File: src/rtl/err_sampler.sv
// ADC front end for the PI loop: offset-binary -> signed, block average,
// and error against a slew-limited (soft-start) reference.
module err_sampler #(
  parameter int N_ADC      = 14,
  parameter int ADC_OFFSET = 8192,
  parameter int LOG2_AVG   = 4,
  parameter int REF_STEP   = 100
) (
  input  logic                i_CLK,
  input  logic                i_RST,
  input  logic                i_enable,
  input  logic [N_ADC-1:0]    i_ADC,
  input  logic                i_ADC_valid,
  input  logic signed [31:0]  i_ref,
  output logic signed [31:0]  o_meas,
  output logic signed [31:0]  o_ref_ramp,
  output logic signed [31:0]  o_err,
  output logic                o_valid,
  output logic [1:0]          o_state
);

  typedef enum logic [1:0] {IDLE = 2'd0, RAMP = 2'd1, TRACK = 2'd2} state_t;

  localparam logic signed [32:0] STEP33 = 33'(REF_STEP);

  state_t               state_q, state_d;
  logic signed [31:0]   acc_q, acc_d;
  logic [LOG2_AVG-1:0]  cnt_q, cnt_d;
  logic signed [31:0]   meas_q, meas_d;
  logic signed [31:0]   ramp_q, ramp_d;
  logic signed [31:0]   err_q, err_d;
  logic                 valid_q, valid_d;

  logic signed [31:0]   samp, sum, avg, ramp_nxt;
  logic signed [32:0]   ramp_up, ramp_dn, ref33;
  logic                 last;

  assign samp = $signed({{(32-N_ADC){1'b0}}, i_ADC}) - $signed(32'(ADC_OFFSET));
  assign sum  = acc_q + samp;
  assign avg  = sum >>> LOG2_AVG;
  assign last = &cnt_q;

  // Slew step done in 33 bits so ramp +/- REF_STEP cannot wrap near the rails.
  assign ramp_up = $signed({ramp_q[31], ramp_q}) + STEP33;
  assign ramp_dn = $signed({ramp_q[31], ramp_q}) - STEP33;
  assign ref33   = $signed({i_ref[31], i_ref});

  always_comb begin
    ramp_nxt = ramp_q;
    if (ramp_q < i_ref)
      ramp_nxt = (ramp_up > ref33) ? i_ref : ramp_up[31:0];
    else if (ramp_q > i_ref)
      ramp_nxt = (ramp_dn < ref33) ? i_ref : ramp_dn[31:0];
  end

  always_comb begin
    state_d = state_q;
    acc_d   = acc_q;
    cnt_d   = cnt_q;
    meas_d  = meas_q;
    ramp_d  = ramp_q;
    err_d   = err_q;
    valid_d = 1'b0;
    case (state_q)
      IDLE: begin
        acc_d  = '0;
        cnt_d  = '0;
        ramp_d = '0;
        err_d  = '0;
        if (i_enable) state_d = RAMP;
      end
      RAMP, TRACK: begin
        if (!i_enable) begin
          // Enable beats a coincident sample; partial block is dropped.
          state_d = IDLE;
          acc_d   = '0;
          cnt_d   = '0;
          ramp_d  = '0;
          err_d   = '0;
        end else if (i_ADC_valid) begin
          if (!last) begin
            acc_d = sum;
            cnt_d = cnt_q + LOG2_AVG'(1);
          end else begin
            meas_d  = avg;
            err_d   = ramp_q - avg;
            valid_d = 1'b1;
            acc_d   = '0;
            cnt_d   = '0;
            ramp_d  = ramp_nxt;
            state_d = (ramp_nxt == i_ref) ? TRACK : RAMP;
          end
        end
      end
      default: state_d = IDLE;
    endcase
  end

  always_ff @(posedge i_CLK or negedge i_RST) begin
    if (!i_RST) begin
      state_q <= IDLE;
      acc_q   <= '0;
      cnt_q   <= '0;
      meas_q  <= '0;
      ramp_q  <= '0;
      err_q   <= '0;
      valid_q <= 1'b0;
    end else begin
      state_q <= state_d;
      acc_q   <= acc_d;
      cnt_q   <= cnt_d;
      meas_q  <= meas_d;
      ramp_q  <= ramp_d;
      err_q   <= err_d;
      valid_q <= valid_d;
    end
  end

  assign o_meas     = meas_q;
  assign o_ref_ramp = ramp_q;
  assign o_err      = err_q;
  assign o_valid    = valid_q;
  assign o_state    = state_q;

endmodule

File: config.mk
export PLATFORM = sky130hd
export DESIGN_NAME = err_sampler
export DESIGN_NICKNAME = d
export VERILOG_FILES = /design/src/rtl/err_sampler.sv
export SDC_FILE = /design/constraint.sdc
export NUM_CORES = 1
export LEC_CHECK = 0
export ABC_AREA = 1
export CAP_MARGIN = 10
export CORE_UTILIZATION = 70
export DETAILED_ROUTE_END_ITERATION = 12
export DONT_BUFFER_PORTS = 1
export HOLD_SLACK_MARGIN = 0.1
export PLACE_DENSITY_LB_ADDON = 0.05
export SKIP_LAST_GASP = 1
export SLEW_MARGIN = 20
export SYNTH_ARGS = -nofsm -noshare
export SYNTH_HDL_FRONTEND = slang
export SYNTH_SLANG_ARGS = --single-unit
File: constraint.sdc
create_clock -name i_CLK -period 8.4 [get_ports i_CLK]
set_input_delay 1.26 -clock i_CLK [delete_from_list [all_inputs] [get_ports i_CLK]]
set_output_delay 1.26 -clock i_CLK [all_outputs]
set_load 0.03 [all_outputs]
# [Yosys cells after proc, flatten, opt, wreduce, memory -nomap -nowiden]
# Cells that the tools add are included.
[word_totals] regBits=131 input_bits=50
[op_classes] add_sub_neg=6 n_lt_le_gt_ge=4 n_eq_ne=6 mux=30 n_reduce_logical=8
[ops] operator="$mux 32" n=13
[ops] operator="$pmux 32 s2" n=3
[ops] operator="$add 32x8->33 const B" n=1
[ops] operator="$gt 33x32->1" n=1
[ops] operator="$lt 33x32->1" n=1
[ops] operator="$sub 32x8->33 const B" n=1
[ops] operator="$add 32x15->32" n=1
[ops] operator="$eq 32x32->1" n=1
[ops] operator="$gt 32x32->1" n=1
[ops] operator="$lt 32x32->1" n=1
[ops] operator="$sub 32x28->32" n=1
[ops] operator="$sub 14x14->15 const B" n=1
[ops] operator="$mux 4" n=3
[ops] operator="$mux 2" n=5
[ops] operator="$pmux 4 s2" n=1
[ops] operator="$reduce_and 7->1" n=1
[ops] operator="$ne 3x3->1 const B" n=2
[ops] operator="$reduce_and 3->1" n=2
[ops] operator="$add 4x1->4 const B" n=1
[ops] operator="$mux 1" n=4
[ops] operator="$pmux 2 s2" n=1
[ops] operator="$reduce_and 4->1" n=1
[ops] operator="$eq 2x1->1 const B" n=1
[ops] operator="$eq 2x2->1 const B" n=1
[ops] operator="5 further kinds" n=5

# [Depth between registers and ports, before layout]
[logic_depth] word_depth=11 depth_mapped=38 ltp_nobuf=38

# [Worst setup path after synthesis]
# Ideal clock, no wire load.
[synth_path] kind="input -> register" start="input i_ADC[2]" end="register err_q[30], in the netlist o_err[30]" setup_ns=0.123 t_arrival_ns=4.792 required_ns=8.277 slack_ns=3.485 path_stages=25 n_path_buf=0 cell_sequence="ha_1 > nand3_1 > nand3_1 > a21oi_1 > o21ai_1 > a21oi_1 > o21bai_2 > a21boi_1 > o21ai_1 > a21boi_1 > o21ai_1 > nand2_1 > nand2_1 > nand2_1 > nand2_1 > ha_1 > a21o_1 > a31oi_1 > o221ai_1 > a21oi_1 > nand2_1 > a21oi_1 > o21bai_1 > o21ai_0 > nand2_1"
[synth_via] elab_chain_cells=7
[synth_lines] item="start: declaration" line="12" text="input logic [N_ADC-1:0] i_ADC,"
[synth_lines] item="$sub 14x14->15" line="38" text="assign samp = $signed({{(32-N_ADC){1'b0}}, i_ADC}) - $signed(32'(ADC_OFFSET));"
[synth_lines] item="$add 32x15->32" line="39" text="assign sum = acc_q + samp;"
[synth_lines] item="$sub 32x28->32" line="86" text="err_d = ramp_q - avg;"
[synth_lines] item="$mux 32" line="81" text="if (!last) begin"
[synth_lines] item="$mux 32" line="80" text="end else if (i_ADC_valid) begin"
[synth_lines] item="$mux 32" line="73" text="if (!i_enable) begin"
[synth_lines] item="$pmux 32 s2" line="64" text="case (state_q)"
[synth_lines] item="end signal: assignment" line="114" text="err_q <= err_d;"
[synth_lines] item="end: declaration" line="31" text="logic signed [31:0] err_q, err_d;"
# Every way passes these cells. The select of a mux whose other input is x is not followed.
# A chain may end at the register's enable or synchronous reset.

# [Worst setup path in the final report]
[layout_path] start="register ramp_q[2], in the netlist o_ref_ramp[2]" end="register state_q[0], in the netlist o_state[0]"
[layout_via] elab_chain_cells=11 word_cells_on_any_way=16
[layout_lines] item="start: declaration" line="30" text="logic signed [31:0] ramp_q, ramp_d;"
[layout_lines] item="start signal: assignment" line="113" text="ramp_q <= ramp_d;"
[layout_lines] item="$sub 32x8->33" line="45" text="assign ramp_dn = $signed({ramp_q[31], ramp_q}) - STEP33;"
[layout_lines] item="$lt 33x32->1" line="53" text="ramp_nxt = (ramp_dn < ref33) ? i_ref : ramp_dn[31:0];"
[layout_lines] item="$mux 32" line="53"
[layout_lines] item="$mux 32" line="52" text="else if (ramp_q > i_ref)"
[layout_lines] item="$mux 32 (*)" line="50" text="if (ramp_q < i_ref)"
[layout_lines] item="$eq 32x32->1 (*)" line="91" text="state_d = (ramp_nxt == i_ref) ? TRACK : RAMP;"
[layout_lines] item="$mux 2 (*)" line="91"
[layout_lines] item="$mux 2 (*)" line="81"
[layout_lines] item="$mux 2 (*)" line="80"
[layout_lines] item="$mux 2 (*)" line="73"
[layout_lines] item="$pmux 2 s2 (*)" line="64"
[layout_lines] item="end signal: assignment" line="109" text="state_q <= state_d;"
[layout_lines] item="end: declaration" line="26" text="state_t state_q, state_d;"
# Mark *: on every way between the ends. The rest lies on a longest branch, timed or not. The select of a mux whose other input is x is not followed.

==> impl_metrics.ini <==
[floorplan]
die_h_um = 141.6
initial_utilization = 0.7221
chipWidth_um = 141.6
ios = 149
fp-row-count = 50
core_area_sq_mm = 0.01889
dieArea_sq_mm = 0.02005

[timing]
fmax_ghz = 0.1721
setup_viol = 0
drv_slew = 0
fin_worst_skew_ps = 20.63
fin_crit_sh = 0.6919
hold_viol_final = 0
rsz0062_at_grt = false
slew_headroom = 0.2694
period_minus_slack_ps = 5812
max_slew.worst_pin.slew_ps = 1089
finalSetupTns_ps = 0

[clock_tree]
htree_num_levels = 4
cts_tree = done
clk_latency_ps = 450
numClockSinks = 131
cts-buffers-inserted = 17
post_cts_resized = 0
clk_pin_slew_ps = 70
post_cts_buffers = 0
clock-root-buffer = clkbuf_16
cts_buffer_depth = 2
ctsHoldBuffers = 0

[cells_and_area]
nFillCells = 1547
layout_commonest_cell = nand2_1
regArea_sq_mm = 0.003278
drive_gt1_frac = 0.03017
finish.utilization = 0.7600
fin_nets = 2320
multiInputGateArea_sq_mm = 0.009185
antenna-diode-count = 0
final_cell_mix = nand2_1, inv_1, nand3_1, ha_1, nor2_1
syn_to_final_growth_pct = 5.246

[worst_setup_path]
r2r-start = o_ref_ramp[2]
startpoint = o_ref_ramp[2]
slowest_stage = dfrtp_1
start_kind = register
cp.arrival_ps = 6140
reg2reg_slack_ps = 2590
path_class = register to register
cp_max_fo = 21
r2r_cells = 33
crit_top_cell = nand2_1
r2r_end = o_state[0]
endpoint_kind = register
required_ps = 8730
slowest_delay_ps = 720

[power_and_ir_drop]
p_sw_frac = 0.4765
peakVddDrop_uv = 164.8
p_int_uw = 1602
switchingPower_uw = 1458
leakage_uw = 0.008015
clockPowerShare = 0.253
total_power_uw = 3060
power_frac_seq = 0.250
cellPowerDensity_mw_per_mm2 = 213.1
pwr-share-comb = 0.497

[synth]
synth.area.top_cells = dfrtp_1, nand2_1, ha_1
synth_ff_type = dfrtp_1
synth_area_sq_mm = 0.01364
ys_ff_latch = 131
syn_inst = 2138
synth_cell_types = 47
yosysSeqAreaShare = 0.2403
yosysTopAreaCell = dfrtp_1
synth_edf_count = 0
async_flop_share = 1.000
syn_avg_cell_area_sq_um = 6.381
synth.top_cell.area_share = 0.2403
syn-num-nets = 2350
yosys_warnings = 0

[detailed_routing]
firstDrtPassIters = 9
vias_per_cell = 6.307
vias = 15020
detail-route-antenna-nets = 0
initialDrtViolationCount = 1807
drt-total-wl_mm = 45.55
drc = 0
post_drt_wl_per_cell_um = 19.13

[hold_path]
hp-class = primary input to async pin

[global_routing]
grt_pass1_wl_mm = 70.96
grt_pass1_vias = 14060
grt.total_usage = 0.4553
grt_max_degree = 132
grt_antenna_before_repair = 0
grt-ovfl-total = 0

[placed_design]
post-dp-hpwl_mm = 32.86
portBuffers = 0
place.gp.congestion = 1.045

[run]
drv_cap = 0

[status]
outcome = finished clean
## worst max-delay path, delay by kind of cell, from the launching register on
family,cells,cell delay (ps)
AND/OR/NAND/NOR,27,3550
flip-flops,1,720
adder cells (fa/ha/maj),2,570
buffers and inverters,2,470
AO/OA/AOI/OAI,2,380
## logic make-up after synthesis
| logic type | after synthesis | synth area share |
|---|---|---|
| flip-flops | 131 | 0.2403 |
| AO/OA/AOI/OAI | 359 | 0.1431 |
| XOR/XNOR | 71 | 0.04558 |
| buffers and inverters | 302 | 0.08822 |
| adder cells (fa/ha/maj) | 162 | 0.1497 |
| AND/OR/NAND/NOR | 1113 | 0.3332 |
## routing by layer
metal  global-route usage  up-vias  wire, um
li1                     -     6947         -
met1               0.5444     6765     16550
met2               0.7446     1018     20340
met3              0.09146      288      5189
met4               0.3016        0      3472
met5                    0        -         0
## sequential cells by signal (all words and copies together), names as in the netlist
name        flops
o_state         2
o_meas         28
o_err          32
acc_q          32
o_ref_ramp     32
o_valid         1
cnt_q           4
## final cells by class
cell class	count	share of cell area
tap	260	0.02266
inverter	244	0.06379
clock buffer	17	0.02963
clock inverter	15	0.01124
timing repair buffer	9	0.004705
multi-input combinational	1705	0.6397
sequential	131	0.2283
## through the flow
stage	cells	hold slack (ps)	area [sq um]	setup slack (ps)
6_report	2381	495.3	14360	2588
4_1_cts	2381	492.8	14360	2761
5_1_grt	2381	498.2	14360	2109
2_1_floorplan	2138	453.1	13640	3485
3_3_place_gp	2349	469.8	13770	2818
3_5_place_dp	2349	477.3	13770	2773
## power groups by stage
| stage | Clock (uW) | Combinational (uW) | Sequential, uW |
|---|---|---|---|
| after floorplan | 0 | 1110 | 760 |
| after detailed placement | 0 | 1430 | 775 |
| after CTS | 769 | 1470 | 764 |
| after global routing | 801 | 1670 | 773 |
| after global placement | 0 | 1380 | 771 |
| final | 774 | 1520 | 766 |
## cells in the mapped netlist, types with 2 or more instances
cell,count
and2_1,2
o31ai_1,2
buf_4,5
nor2_2,4
o22ai_1,8
a41oi_1,2
nand3_1,175
a221oi_1,2
nand4_1,20
nand2_1,722
nor3_1,20
o221ai_1,4
xnor2_1,17
a22o_1,2
nor4_1,2
buf_1,4
nand3_2,2
o21bai_1,5
ha_1,160
nor2_1,154
a31oi_1,4
dfrtp_1,131
clkinv_1,2
a21boi_0,5
buf_2,11
inv_1,238
o211ai_1,4
xor2_1,54
fa_1,2
o21a_1,5
o21ai_0,142
nand3b_1,3
nand2_2,5
a21o_1,11
a21oi_1,147
a21boi_1,4
buf_6,5
o21ai_1,9
clkbuf_1,33
inv_2,4
## worst max path at each step
stage | end | cells after the start | slack (ps)
global placement | o_state[0] | 33 | 2820
finish | o_state[0] | 33 | 2590
detailed placement | o_state[0] | 33 | 2770
global route | o_state[0] | 33 | 2110
floorplan | o_err[30] | 25 | 3480
CTS | o_state[0] | 33 | 2760
Note: power is estimated with default switching activity, not from simulation.
